$ cat src/rtl/branch_predict_unit.sv
// Bimodal branch predictor: 2-bit saturating counter table with combinational lookup,
// plus a one-cycle branch resolve stage that trains the table and tracks mispredict statistics.
module branch_predict_unit #(
    parameter int XLEN        = 32,
    parameter int BHT_ENTRIES = 16,
    parameter int IDX_LSB     = 2
) (
    input  logic                   clk,
    input  logic                   rst,
    input  logic [XLEN-1:0]        lookup_pc,
    output logic                   pred_taken,
    input  logic                   valid_i,
    input  logic signed [XLEN-1:0] A,
    input  logic signed [XLEN-1:0] B,
    input  logic [4:0]             BrOp,
    input  logic [XLEN-1:0]        br_pc,
    input  logic                   pred_i,
    output logic                   valid_o,
    output logic                   NextPCSrc,
    output logic                   mispredict,
    output logic [31:0]            br_count,
    output logic [31:0]            miss_count
);

    localparam int IDX_W = $clog2(BHT_ENTRIES);

    logic [1:0]       bht_q [BHT_ENTRIES];
    logic [1:0]       bht_d [BHT_ENTRIES];
    logic             valid_q, valid_d;
    logic             taken_q, taken_d;
    logic             mispredict_q, mispredict_d;
    logic [31:0]      br_count_q, br_count_d;
    logic [31:0]      miss_count_q, miss_count_d;

    logic [IDX_W-1:0] lookup_idx;
    logic [IDX_W-1:0] br_idx;
    logic             is_jump;
    logic             is_cond;
    logic             cond_taken;
    logic             resolved_taken;
    logic             unused_pc_bits;

    assign lookup_idx     = lookup_pc[IDX_LSB +: IDX_W];
    assign br_idx         = br_pc[IDX_LSB +: IDX_W];
    assign unused_pc_bits = ^{lookup_pc, br_pc};

    // The table resets to weakly-not-taken, so bit 1 is already 0; the rst gate
    // keeps the prediction low even while the asynchronous clear is propagating.
    assign pred_taken = bht_q[lookup_idx][1] & ~rst;

    always_comb begin
        is_jump    = BrOp[4];
        is_cond    = ~BrOp[4] & BrOp[3] & (BrOp[2:1] != 2'b01);
        cond_taken = 1'b0;
        case (BrOp[2:0])
            3'b000:  cond_taken = (A == B);
            3'b001:  cond_taken = (A != B);
            3'b100:  cond_taken = (A < B);
            3'b101:  cond_taken = (A >= B);
            3'b110:  cond_taken = ($unsigned(A) < $unsigned(B));
            3'b111:  cond_taken = ($unsigned(A) >= $unsigned(B));
            default: cond_taken = 1'b0;
        endcase
        resolved_taken = is_jump | (is_cond & cond_taken);
    end

    always_comb begin
        bht_d        = bht_q;
        valid_d      = valid_i;
        taken_d      = valid_i & resolved_taken;
        mispredict_d = valid_i & (resolved_taken ^ pred_i);
        br_count_d   = br_count_q;
        miss_count_d = miss_count_q;
        if (valid_i && is_cond) begin
            br_count_d = br_count_q + 32'd1;
            if (resolved_taken != pred_i) begin
                miss_count_d = miss_count_q + 32'd1;
            end
            if (resolved_taken) begin
                if (bht_q[br_idx] != 2'b11) bht_d[br_idx] = bht_q[br_idx] + 2'd1;
            end else begin
                if (bht_q[br_idx] != 2'b00) bht_d[br_idx] = bht_q[br_idx] - 2'd1;
            end
        end
    end

    always_ff @(posedge clk or posedge rst) begin
        if (rst) begin
            bht_q        <= '{default: 2'b01};
            valid_q      <= 1'b0;
            taken_q      <= 1'b0;
            mispredict_q <= 1'b0;
            br_count_q   <= '0;
            miss_count_q <= '0;
        end else begin
            bht_q        <= bht_d;
            valid_q      <= valid_d;
            taken_q      <= taken_d;
            mispredict_q <= mispredict_d;
            br_count_q   <= br_count_d;
            miss_count_q <= miss_count_d;
        end
    end

    assign valid_o    = valid_q;
    assign NextPCSrc  = taken_q;
    assign mispredict = mispredict_q;
    assign br_count   = br_count_q;
    assign miss_count = miss_count_q;

endmodule

$ cat config.mk
export PLATFORM = sky130hd
export DESIGN_NAME = branch_predict_unit
export DESIGN_NICKNAME = d
export VERILOG_FILES = /design/src/rtl/branch_predict_unit.sv
export SDC_FILE = /design/constraint.sdc
export NUM_CORES = 1
export LEC_CHECK = 0
export CAP_MARGIN = 20
export CORE_MARGIN = 2
export CORE_UTILIZATION = 39
export DETAILED_ROUTE_END_ITERATION = 7
export DONT_BUFFER_PORTS = 1
export PLACE_DENSITY_LB_ADDON = 0.25
export SETUP_SLACK_MARGIN = 0.05
export SLEW_MARGIN = 20
export SYNTH_ARGS = -nofsm -noshare
export SYNTH_HDL_FRONTEND = slang
export SYNTH_SLANG_ARGS = --single-unit
$ cat constraint.sdc
create_clock -name clk -period 4.7 [get_ports clk]
set_input_delay 0.94 -clock clk [delete_from_list [all_inputs] [get_ports clk]]
set_output_delay 0.94 -clock clk [all_outputs]
set_load 0.05 [all_outputs]
Word level (Yosys, flattened, before mapping)
Index checks and enable logic that the tools add are counted.
Widths: inputs -> output; s select.

word-level totals
  bits in registers = 99
  logic and storage cells = 76
  bits of input ports = 137
  output and inout bits = 68

cells by class
  eq/ne operators = 11
  $lt $le $gt $ge = 7
  reductions and logical operators = 7
  add/subtract/negate cells = 4
  muxes and demuxes = 14
  bitwise logic cells = 12

operators with widths
  cell                   number
  $mux 32                3
  $add 32x1->32 const B  2
  $bwmux 32              2
  $ge 32x32->1           2
  $lt 32x32->1           2
  $eq 32x32->1           1
  $ne 32x32->1           1
  $bmux 2 s4             2
  $eq 3x3->1 const B     4
  $ge 5x5->1 const B     2
  $mux 2                 5
  $not 4->5              2
  $demux 2 s4            1
  $and 1x1->1            6
  $pmux 1 s6             1
  $lt 5x1->1 const B     1
  $ne 2x1->1 const B     2
  $reduce_bool 2->1      2
  $eq 3x1->1 const B     1
  $logic_not 3->1        1
  $reduce_and 3->1       1
  $add 2x1->2 const B    1
  $logic_and 1x1->1      2
  $ne 2x2->1 const B     1
  6 further kinds        7

Logic depth before layout (Yosys ltp)
  depth in word-level cells = 8
  depth in mapped cells = 13
  mapped depth without buffers = 12

Worst setup path after synthesis
OpenSTA, ideal clock, no wires.

  kind = input to output
  start point = input port rst
  end point = output port pred_taken
  stages = 2
  buffers on the path = 0
  data required time = 3.760 ns
  arrival time = 3.623 ns
  slack = 0.137 ns
  cells stage by stage = inv_1 > and2_1

between the ends
  cells in the longest elaborated chain, start to end = 2

RTL lines
  what         RTL line  source
  from (decl)  9         input logic rst,
  $not 1->1    49        assign pred_taken = bht_q[lookup_idx][1] & ~rst;
  $and 1x1->1  49
  to (decl)    11        output logic pred_taken,

No other way between the ends.

Worst setup path after layout
  start point = input port B[31]
  end point = register bht_q[25] (netlist name)

between the ends
  cells in the longest elaborated chain, start to end = 6
  elaborated cells between the ends (all ways) = 13
  those cells by class = order compare: 4; eq/ne: 3; mux: 2; bitwise: 2; reduce/logical: 2

RTL lines
  what                                                              RTL line  source
  from (decl)                                                       14        input logic signed [XLEN-1:0] B,
  $ge 32x32->1, or another cell as far along                        61        3'b111: cond_taken = ($unsigned(A) >= $unsigned(B));
  $pmux 1 s6 *                                                      55        case (BrOp[2:0])
  $and 1x1->1 *                                                     64        resolved_taken = is_jump | (is_cond & cond_taken);
  $or 1x1->1 *                                                      64
  $ne 2x1->1 (no line) / $reduce_bool 2->1 (equally long branches)  -
  $reduce_and 3->1 (no line)                                        -
  to (signal assigned)                                              96        bht_q <= bht_d;
  to (decl)                                                         27        logic [1:0] bht_q [BHT_ENTRIES];

Mark *: on every way between the ends. The rest lies on a longest branch, timed or not.
A chain may end at the register's enable or synchronous reset.

==> impl_results.md <==
- Setup slack, reg-to-reg: 1.55 ns
- Final net count: 716
- Worst-margin pin slew: 0.713 ns
- Hold WC Path Type: reg -> reg
- Vias per cell: 5.43
- Port bufs: 0
- Die Area: 16000 um^2
- Peak Freq: 245 MHz
- Mapped Cells: 535
- Max-cap violations: 0
- Largest net degree at the start of global routing: 56
- Type of the worst setup path: in -> reg
- Maximum root-to-sink buffer count: 2
- Inserted Clock Buffers: 9
- Share of layout cells above drive strength 1: 0.179
- Cts repair resizes: 0
- Yosys reg bits: 99
- Seq/Total Area, Yosys: 0.426
- Number of global-route vias before repair: 4107
- Net Switching: 0.000713 W
- GRT Residual Overflow: 0
- Initial Util: 0.402
- RSZ-0062 raised after global routing: no
- Clock sink count: 99
- Crit-path max FO: 16
- Static Leak: 2.88 nW
- Worst Path Required: 4.93 ns
- Total Wirelength: 12.7 mm
- Run status: finished clean
- GRT Overall Usage: 0.163
- Number of synthesized flops with an enable pin: 0
- CTS Root Buffer Type: clkbuf_16
- Flop pwr share: 0.527
- R2R cell count: 8
- Worst IR Drop VDD: 0.000196 V
- Combinational power share: 0.146
- Setup_tns: 0 ns
- Crit path from: B[31]
- Top FF cell, synth: dfrtp_1
- Nature of the critical path endpoint: flip-flop
- Routed wire length per instance: 17.3 um
- Min Tclk post-route: 4.09 ns
- Rows: 44
- Core ar.: 14600 um^2
- Fin. Hold Viols: 0
- Internal: 0.00145 W
- CTS tree: yes
- Die W: 127 um
- Pwr Total: 0.00217 W
- Initial antenna violation count: 0
- RD Place Congestion: 0.817
- Final setup violation count: 0
- Syn Area/Cell: 11.0 um^2
- Global-route wire length before repair: 21.2 mm
- PwrDens: 340 nW/um^2
- First drt pass iteration count: 4
- Data arrival time of the critical path: 4.32 ns
- Clk pwr share: 0.327
- Final Max Tran Viols: 0
- Initial DRC Count: 172
- Final ANT Viol Nets: 0
- Post-DP HPWL: 9.62 mm
- Layout Area Growth over Synthesis: 8.81%
- I/O pins: 205
- Total number of vias: 3974
- Hold buffers post-CTS: 0
- Total setup buffers inserted after CTS: 0
- Switching part of the total power: 0.329
- Relative max-transition margin: 0.524
- Antenna cell count: 0
- Worst-path clk slew: 0.06 ns
- Syn_nets: 708
- Fillers: 1393
- RR Endpoint: bht_q[25]
- Crit share post-route: 0.870
- Synth warnings: 0
- Ys async rst share: 1.00
- Critical path launch point type: input port
- Clk Latency, worst-skew pair: 0.35 ns
- Hold Path Depth: 2
- H-tree Lvls: 3
- Area of the mapped netlist: 5860 um^2
- Distinct cells, synth: 58
- Clk_skew: 0.00603 ns
- DIE HEIGHT: 127 um
- Residual DRC: 0
-- final cells by class --
| type | instances | area [um^2] | area share |
|---|---|---|---|
| sequential | 99 | 2500 | 0.391 |
| multi-input combinational | 382 | 3150 | 0.494 |
| timing repair buffer | 5 | 37.5 | 0.00588 |
| inverter | 46 | 175 | 0.0275 |
| clock buffer | 11 | 253 | 0.0396 |
| clock inverter | 5 | 36.3 | 0.00569 |
| tap | 184 | 230 | 0.0361 |
-- cell usage in the layout, fill, tap and decap left out, types with 18 or more instances in the layout --
| cell type | count |
|---|---|
| dfrtp_1 | 83 |
| inv_1 | 44 |
| nand2_1 | 40 |
| nor2_1 | 37 |
| ha_1 | 36 |
| a21oi_1 | 35 |
| xnor2_1 | 33 |
| xor2_1 | 29 |
| nand3_1 | 20 |
| nand4_1 | 18 |
-- layer usage --
layer / GRT usage / vias to the layer above / routed length (um)
met1: 0.210 / 1970 / 5470
met2: 0.263 / 89 / 6230
met3: 0.0553 / 14 / 773
met5: 0 / - / 0
met4: 0.0472 / 0 / 185
li1: - / 1901 / -
-- worst max path at each step --
| stage | endpoint | slack [ns] | depth (start not counted) |
|---|---|---|---|
| 4_1_cts | bht_q[23] | 0.42 | 12 |
| 5_1_grt | bht_q[31] | 0.38 | 11 |
| 3_3_place_gp | bht_q[23] | 0.22 | 12 |
| 3_5_place_dp | bht_q[23] | 0.06 | 12 |
| 2_1_floorplan | pred_taken | 0.14 | 2 |
| 6_report | bht_q[25] | 0.61 | 11 |
-- through the flow --
step / setup WS, ns / hold WS [ns] / instances / cell area (um^2) / utilization
after global routing: 0.379 / 0.524 / 732 / 6380 / 0.437
after CTS: 0.423 / 0.503 / 732 / 6370 / 0.437
after floorplan: 0.137 / 0.470 / 535 / 5860 / -
after global placement: 0.224 / 0.484 / 716 / 6080 / 0.417
final: 0.612 / 0.503 / 732 / 6380 / 0.437
after detailed placement: 0.0559 / 0.492 / 716 / 6080 / 0.417
-- worst max-delay path: stages --
cell	delay [ns]
inv_1	0.03
ha_1	0.37
nand4_2	0.16
or4_4	0.58
o21ai_1	0.24
o2bb2ai_1	0.10
or3_2	0.45
a21oi_4	0.17
mux2_4	0.47
nor4_2	0.41
mux2_2	0.38
-- power by group through the flow --
stage	logic, W	registers (W)	clock network (W)
2_1_floorplan	0.000260	0.00113	0
3_3_place_gp	0.000299	0.00116	0
3_5_place_dp	0.000317	0.00116	0
4_1_cts	0.000317	0.00114	0.000739
5_1_grt	0.000356	0.00115	0.000777
6_report	0.000316	0.00114	0.000709
-- cells in the mapped netlist (all sizes together), types with 2 or more instances --
cell     n  area [um^2]
dfrtp   83         2080
inv     45          169
nand2   41          156
nor2    37          139
a21oi   36          191
ha      36          450
xnor2   33          289
xor2    31          279
nor4    21          329
mux2    20          233
nand3   20          100
nand4   19          125
dfstp   16          420
nor3    16          100
mux4    14          315
and3     7         43.8
o21ai    7         35.0
buf      6         42.5
nand2b   5         31.3
or2      5         31.3
nor2b    4         25.0
nor3b    4         35.0
or3      4         26.3
and2     2         12.5
and4     2         17.5
clkbuf   2         7.51
mux2i    2         20.0
nand4b   2         17.5
o221ai   2         17.5
or4      2         18.8
-- cell families (layout without fill, tap and decap cells) --
kind of cell / Yosys count / after routing / share of synthesized area
AND/OR/NAND/NOR: 193 / 193 / 0.209
flip-flops: 99 / 99 / 0.426
XOR/XNOR: 64 / 64 / 0.0969
buffers and inverters: 54 / 67 / 0.0380
AO/OA/AOI/OAI: 53 / 53 / 0.0566
adder cells (fa/ha/maj): 36 / 36 / 0.0768
multiplexers: 36 / 36 / 0.0969
(Power assumes the default switching activity.)
